==> src/rtl/serial_ripple_subtractor.sv <==
// serial_ripple_subtractor
//   Bit-serial subtractor: computes A - B - Bin over WIDTH clock cycles,
//   one bit per cycle, LSB first, using a single full-subtractor cell and a
//   one-bit borrow register carried from cycle to cycle.
//
// Ports
//   clk    rising-edge clock
//   rst_n  asynchronous active-low reset
//   start  request pulse, accepted whenever busy=0 (IDLE or DONE)
//   A, B   minuend / subtrahend, sampled on the accepting edge
//   Bin    borrow-in, sampled on the accepting edge
//   busy   high while the operation is running (RUN state)
//   done   one-cycle pulse in the cycle Diff/Bout carry a fresh result
//   Diff   registered (A - B - Bin) mod 2^WIDTH
//   Bout   registered final borrow-out (1 = result went negative)
module serial_ripple_subtractor #(
  parameter int WIDTH = 4
) (
  input  logic             clk,
  input  logic             rst_n,
  input  logic             start,
  input  logic [WIDTH-1:0] A,
  input  logic [WIDTH-1:0] B,
  input  logic             Bin,
  output logic             busy,
  output logic             done,
  output logic [WIDTH-1:0] Diff,
  output logic             Bout
);

  localparam int CW = $clog2(WIDTH);
  localparam logic [CW-1:0] LAST = CW'(WIDTH - 1);

  typedef enum logic [1:0] {
    IDLE = 2'd0,
    RUN  = 2'd1,
    DONE = 2'd2
  } state_t;

  state_t state, state_next;

  logic [WIDTH-1:0] a_sr;
  logic [WIDTH-1:0] b_sr;
  logic [WIDTH-1:0] part;
  logic             br;
  logic [CW-1:0]    cnt;

  logic             d;
  logic             br_next;
  logic             accept;
  logic             last;
  logic [WIDTH-1:0] part_next;

  // Full-subtractor cell: returns {borrow_out, difference}.
  function automatic logic [1:0] sub_cell(input logic a, input logic b, input logic bi);
    logic dd;
    logic bo;
    dd = a ^ b ^ bi;
    bo = (~a & b) | (~(a ^ b) & bi);
    return {bo, dd};
  endfunction

  assign {br_next, d} = sub_cell(a_sr[0], b_sr[0], br);

  // start is honoured in IDLE and in DONE (back-to-back), never in RUN.
  assign accept    = start && (state != RUN);
  assign last      = (state == RUN) && (cnt == LAST);
  assign part_next = {d, part[WIDTH-1:1]};

  // busy/done decode the state register only; no path from start.
  assign busy = (state == RUN);
  assign done = (state == DONE);

  always_ff @(posedge clk or negedge rst_n) begin
    if (!rst_n) begin
      state <= IDLE;
    end else begin
      state <= state_next;
    end
  end

  always_comb begin
    state_next = state;
    case (state)
      IDLE:    if (start) state_next = RUN;
      RUN:     if (last)  state_next = DONE;
      DONE:    state_next = start ? RUN : IDLE;
      default: state_next = IDLE;
    endcase
  end

  // Operand/partial shift registers, borrow, counter and result registers.
  // The result is written only on the edge that processes the final bit,
  // so Diff/Bout hold through IDLE and RUN.
  always_ff @(posedge clk or negedge rst_n) begin
    if (!rst_n) begin
      a_sr <= '0;
      b_sr <= '0;
      part <= '0;
      br   <= 1'b0;
      cnt  <= '0;
      Diff <= '0;
      Bout <= 1'b0;
    end else if (accept) begin
      a_sr <= A;
      b_sr <= B;
      br   <= Bin;
      cnt  <= '0;
    end else if (state == RUN) begin
      a_sr <= a_sr >> 1;
      b_sr <= b_sr >> 1;
      br   <= br_next;
      part <= part_next;
      cnt  <= cnt + 1'b1;
      if (last) begin
        Diff <= part_next;
        Bout <= br_next;
      end
    end
  end

endmodule
==> config.mk <==
export PLATFORM = sky130hd
export DESIGN_NAME = serial_ripple_subtractor
export DESIGN_NICKNAME = d
export VERILOG_FILES = /design/src/rtl/serial_ripple_subtractor.sv
export SDC_FILE = /design/constraint.sdc
export NUM_CORES = 1
export LEC_CHECK = 0
export BUFFER_PORTS_ARGS = -buffer_cell sky130_fd_sc_hd__buf_2
export CAP_MARGIN = 10
export CORE_MARGIN = 1
export CORE_UTILIZATION = 25
export CTS_CLUSTER_DIAMETER = 100
export CTS_CLUSTER_SIZE = 16
export DETAILED_ROUTE_END_ITERATION = 12
export MAX_ROUTING_LAYER = met4
export PLACE_DENSITY = 0.4
export SKIP_CTS_REPAIR_TIMING = 1
export SYNTH_ARGS = -nofsm -noshare
export SYNTH_HDL_FRONTEND = slang
export SYNTH_SLANG_ARGS = --single-unit
==> constraint.sdc <==
create_clock -name clk -period 1.4 [get_ports clk]
set_input_delay 0.35 -clock clk [delete_from_list [all_inputs] [get_ports clk]]
set_output_delay 0.35 -clock clk [all_outputs]
set_load 0.01 [all_outputs]
-- After elaboration in Yosys (flattened, before gate mapping)
Cells that the tools add are included.
- output and inout port bits: 7
- bits in registers: 22
- input bits: 12
- eq/ne operators: 6
- bitwise operators: 8
- reduce and logical (&&, ||, !) cells: 7
- muxes and demuxes: 12
- add/subtract/negate cells: 1
- operator list (cell ; number):
    4-bit two-way mux ; 4
    2-bit two-way mux ; 4
    2-bit one-hot mux with 3 select lines ; 1
    2-bit == test, second input constant ; 2
    2-bit by 1-bit != test with 1-bit output, second input constant ; 2
    2-bit AND reduction ; 2
    1-bit two-way mux ; 3
    1-bit NOT ; 3
    3-bit AND reduction ; 1
    2-bit by 1-bit adder with 2-bit output, second input constant ; 1
    1-bit AND ; 2
    2-bit by 1-bit == test with 1-bit output, second input constant ; 1
    1-bit logical AND ; 2
    2-bit logical NOT ; 1
    2-bit != test, second input constant ; 1
    2-bit nonzero test ; 1
    1-bit XOR ; 2
    1-bit OR ; 1

-- Longest topological paths before layout
- word-level depth: 6
- gate-level depth with buffers: 3
- gate-level depth less buffers: 3

-- Worst setup path after synthesis
OpenSTA, ideal clock, no wires.
- path type: register -> register
- start: register cnt[0]
- end: register Diff[0]
- required time: 1.275 ns
- path buffers: 0
- cell stages (with the launch flop): 4
- clock period less this slack: 1.251 ns
- path slack: 0.149 ns
- arrival: 1.126 ns
- setup time: 0.125 ns
- cell sequence: dfrtp_1 -> ha_1 -> nand3b_1 -> mux2_2
- longest elaborated chain between the ends: 3
- RTL lines (element ; line ; source):
    start: declaration ; 46 ; logic [CW-1:0] cnt;
    start signal: assignment ; 114 ; cnt <= cnt + 1'b1;
    2-bit == test ; 67 ; assign last = (state == RUN) && (cnt == LAST);
    1-bit logical AND ; 67 ;
    3-bit AND reduction (no source line) ; n/a ;
    end signal: assignment ; 116 ; Diff <= part_next;
    end: declaration ; 27 ; output logic [WIDTH-1:0] Diff,
No other way between the ends.
A chain may end at the register's enable or synchronous reset.

-- Final worst setup path
Ends and elaborated chain as after synthesis.

==> flow_summary.yaml <==
route:
  dr_total_vias: 583
  post_drt_wl_per_cell_um: 13.01
  detail-route-antenna-nets: 0
  vias_per_cell: 4.135
  totalWireLength_um: 1834
  drt_pass1_iterations: 3
  drtIter0Drc: 6
  drcViolationCount: 0
yosys:
  syn-num-nets: 79
  syn_area_um2: 962.2
  yosys_warnings: 0
  syn_avg_cell_area_um2: 14.80
  synth_top_cell_by_area: "dfrtp_1"
  synth_top_area_share_pct: 54.62
  synth_sequential_area_ratio_pct: 54.62
  synth.lib_cells_used.distinct: 15
  synth_area_leaders: "dfrtp_1, mux2_2, mux2_4"
  yosys_register_bits: 21
  syn_inst: 65
setup_path:
  cp_cell_sequence: "ha_1 > nand3b_1 > mux2_2"
  critical_path_startpoint_category: "flip-flop"
  crit_slowest_cell: "dfrtp_1"
  worst-path-max-fanout: 6
  timing.critical_path.required_ps: 1540
  criticalPathCategory: "reg2reg"
  critical_path.endpoint_type: "flip-flop"
  worst-endpoint-arrival_ps: 1500
  cp_slowest_stage_delay_ps: 400
die:
  placementRows: 22
  io-pin-count: 19
  die-area_um2: 4100
  floorplan.die.height_um: 64.04
  core_area_um2: 3689
  die-width_um: 64.04
  initial_standard_cell_utilization_of_the_core_pct: 26.09
sta:
  layout_worst_path_cycle_share_pct: 96.85
  slew_viol_final: 0
  worst-slew-pin-transition_ps: 489.4
  rsz0062_at_grt: "yes"
  skew_ps: 5.273
  final.min_clock_period_ps: 1356
  setup_tns_ps: 0
  timing.max_slew.rel_slack_pct: 67.37
  hold_slack_ps: 42.22
  hold_violations: 0
  setup_violations: 0
  fmax_ghz: 0.7375
place:
  post-place-cells: 131
  final_weighted_congestion_of_routability_driven_global_placement: 0.6216
  dp.final_hpwl_um: 1275
  detailed_place.area_um2: 1109
  portBuffers: 18
grt:
  vias_in_the_first_global_route: 612
  grt_start_max_net_pins: 22
  wire_length_of_the_first_global_routing_pass_um: 3084
  globalRouteMet1Util_pct: 13.38
  globalRouteMet2Util_pct: 15.69
  global_route.usage.met3_pct: 3.750
  grt_use_total_pct: 10.35
  grt_busiest_layer: "met2"
  grt_antenna_before_repair: 0
  gr-total-overflow: 0
power:
  static-leakage-power_nw: 0.6107
  switching_share_of_total_power_pct: 31.27
  p_switching_uw: 829.1
  power_density_nw_per_um2: 2194
  vdd_drop_max_mv: 0.8498
  power_report.internal_total_mw: 1.822
  pwr-share-seq_pct: 40.2
  power_frac_comb_pct: 45.1
  clkPwrFrac_pct: 14.7
status:
  status: "finished, final reports clean"
clocking:
  maximum_buffer_depth_of_the_clock_tree: 2
  numCtsBuffers: 3
  clock-root-buffer: "clkbuf_8"
  cts_htree_levels: 1
  cts.reportedPaths.clkPinSlew_ps: 70
  clock_insertion_delay_worst_skew_ps: 260
  cts_tree: "built"
  cts.sink_count: 21
layout:
  final_layout_size_suffix_gt1_share_pct: 54.84
  layout.core_utilization_pct: 32.77
  antenna_cell_count: 0
  synthToLayoutAreaGrowth_pct: 25.62
  layout.cell_area.non_filler_um2: 1209
  nets_finish: 108
  final-instance-count-excl-fill: 141
min_path:
  worst_hold_path_type: "in2async"
flow_run:
  cap_viol_max_count: 0
-- path summary, 6_finish.rpt --
kind	start	to	slack (ps)	cells after the start
worst max-delay path	cnt[0]	Diff[0]	40	3
max in group asynchronous	rst_n	Diff[0]	1020	1
worst min register to register	cnt[0]	cnt[0]	490	1
worst max register to register	cnt[0]	Diff[0]	40	3
min in group clk	B[3]	b_sr[3]	350	3
worst min-delay path	rst_n	b_sr[0]	40	1
-- through the flow --
step                      total power, mW  setup WS, ps
after global placement              2.113         52.29
after floorplan                     1.815         149.0
after detailed placement            2.124         29.87
after CTS                           2.539        -122.2
final                               2.651         44.06
after global routing                2.875        -22.45
-- Yosys cell counts (all sizes together) --
cell type and number:
and2b 1, mux2 20, fa 1, nor2 2
inv 6, nor2b 1, buf 2, nand3b 1
ha 1, mux2i 6, nand2b 2, o22ai 1
dfrtp 21
-- flip-flops by register name, summed over array words and instances (netlist names) --
register and cells:
b_sr 4, state 2, br 1, Diff 4, Bout 1, cnt 2
a_sr 4, part 3
-- routing by layer --
metal  wire length (um)  vias to the layer above
li1                   -                      280
met4                  0                        0
met1                872                      289
met3                110                        0
met2                851                       14
met5                  0                        -
-- cells in the final DEF, fill, tap and decap left out, types with 2 or more instances in the layout --
cell type  Yosys  final
buf_4          1      8
dfrtp_1       21     21
nor2_1         2      2
mux2_2        12     12
mux2i_1        6      6
mux2_4         8      8
inv_1          6      5
buf_2          0     18
clkbuf_8       0      3
-- area by class of cell --
cell class                 count  area (um^2)
fill                         389         2480
sequential                    21        525.5
multi-input combinational     36        402.9
timing repair buffer          26        150.1
tap                           48        60.06
clock buffer                   4        45.04
inverter                       6        25.02
-- critical path: cells and delay by family (launching register included) --
kind | cells | cell delay [ps]
adders and majority gates | 1 | 210
DFF | 1 | 400
muxes | 1 | 370
and+or+nand+nor | 1 | 260
-- kinds of logic (layout without fill, tap and decap cells) --
kind of cell | after synthesis | count (layout) | synth area share, %
AND/OR/NAND/NOR | 7 | 7 | 4.292
adder cells (fa/ha/maj) | 2 | 2 | 3.381
multiplexers | 26 | 26 | 32.77
AO/OA/AOI/OAI | 1 | 1 | 0.6506
flip-flops | 21 | 21 | 54.62
buffers and inverters | 8 | 36 | 4.291
-- power groups by stage --
| stage | clock, mW | sequential [mW] | combinational (mW) |
|---|---|---|---|
| final | 0.390 | 1.06 | 1.20 |
| after global routing | 0.438 | 1.11 | 1.33 |
| after CTS | 0.418 | 1.06 | 1.06 |
| after detailed placement | 0 | 1.07 | 1.05 |
| after global placement | 0 | 1.07 | 1.04 |
| after floorplan | 0 | 1.06 | 0.751 |
Note: power is estimated with default switching activity, not from simulation.
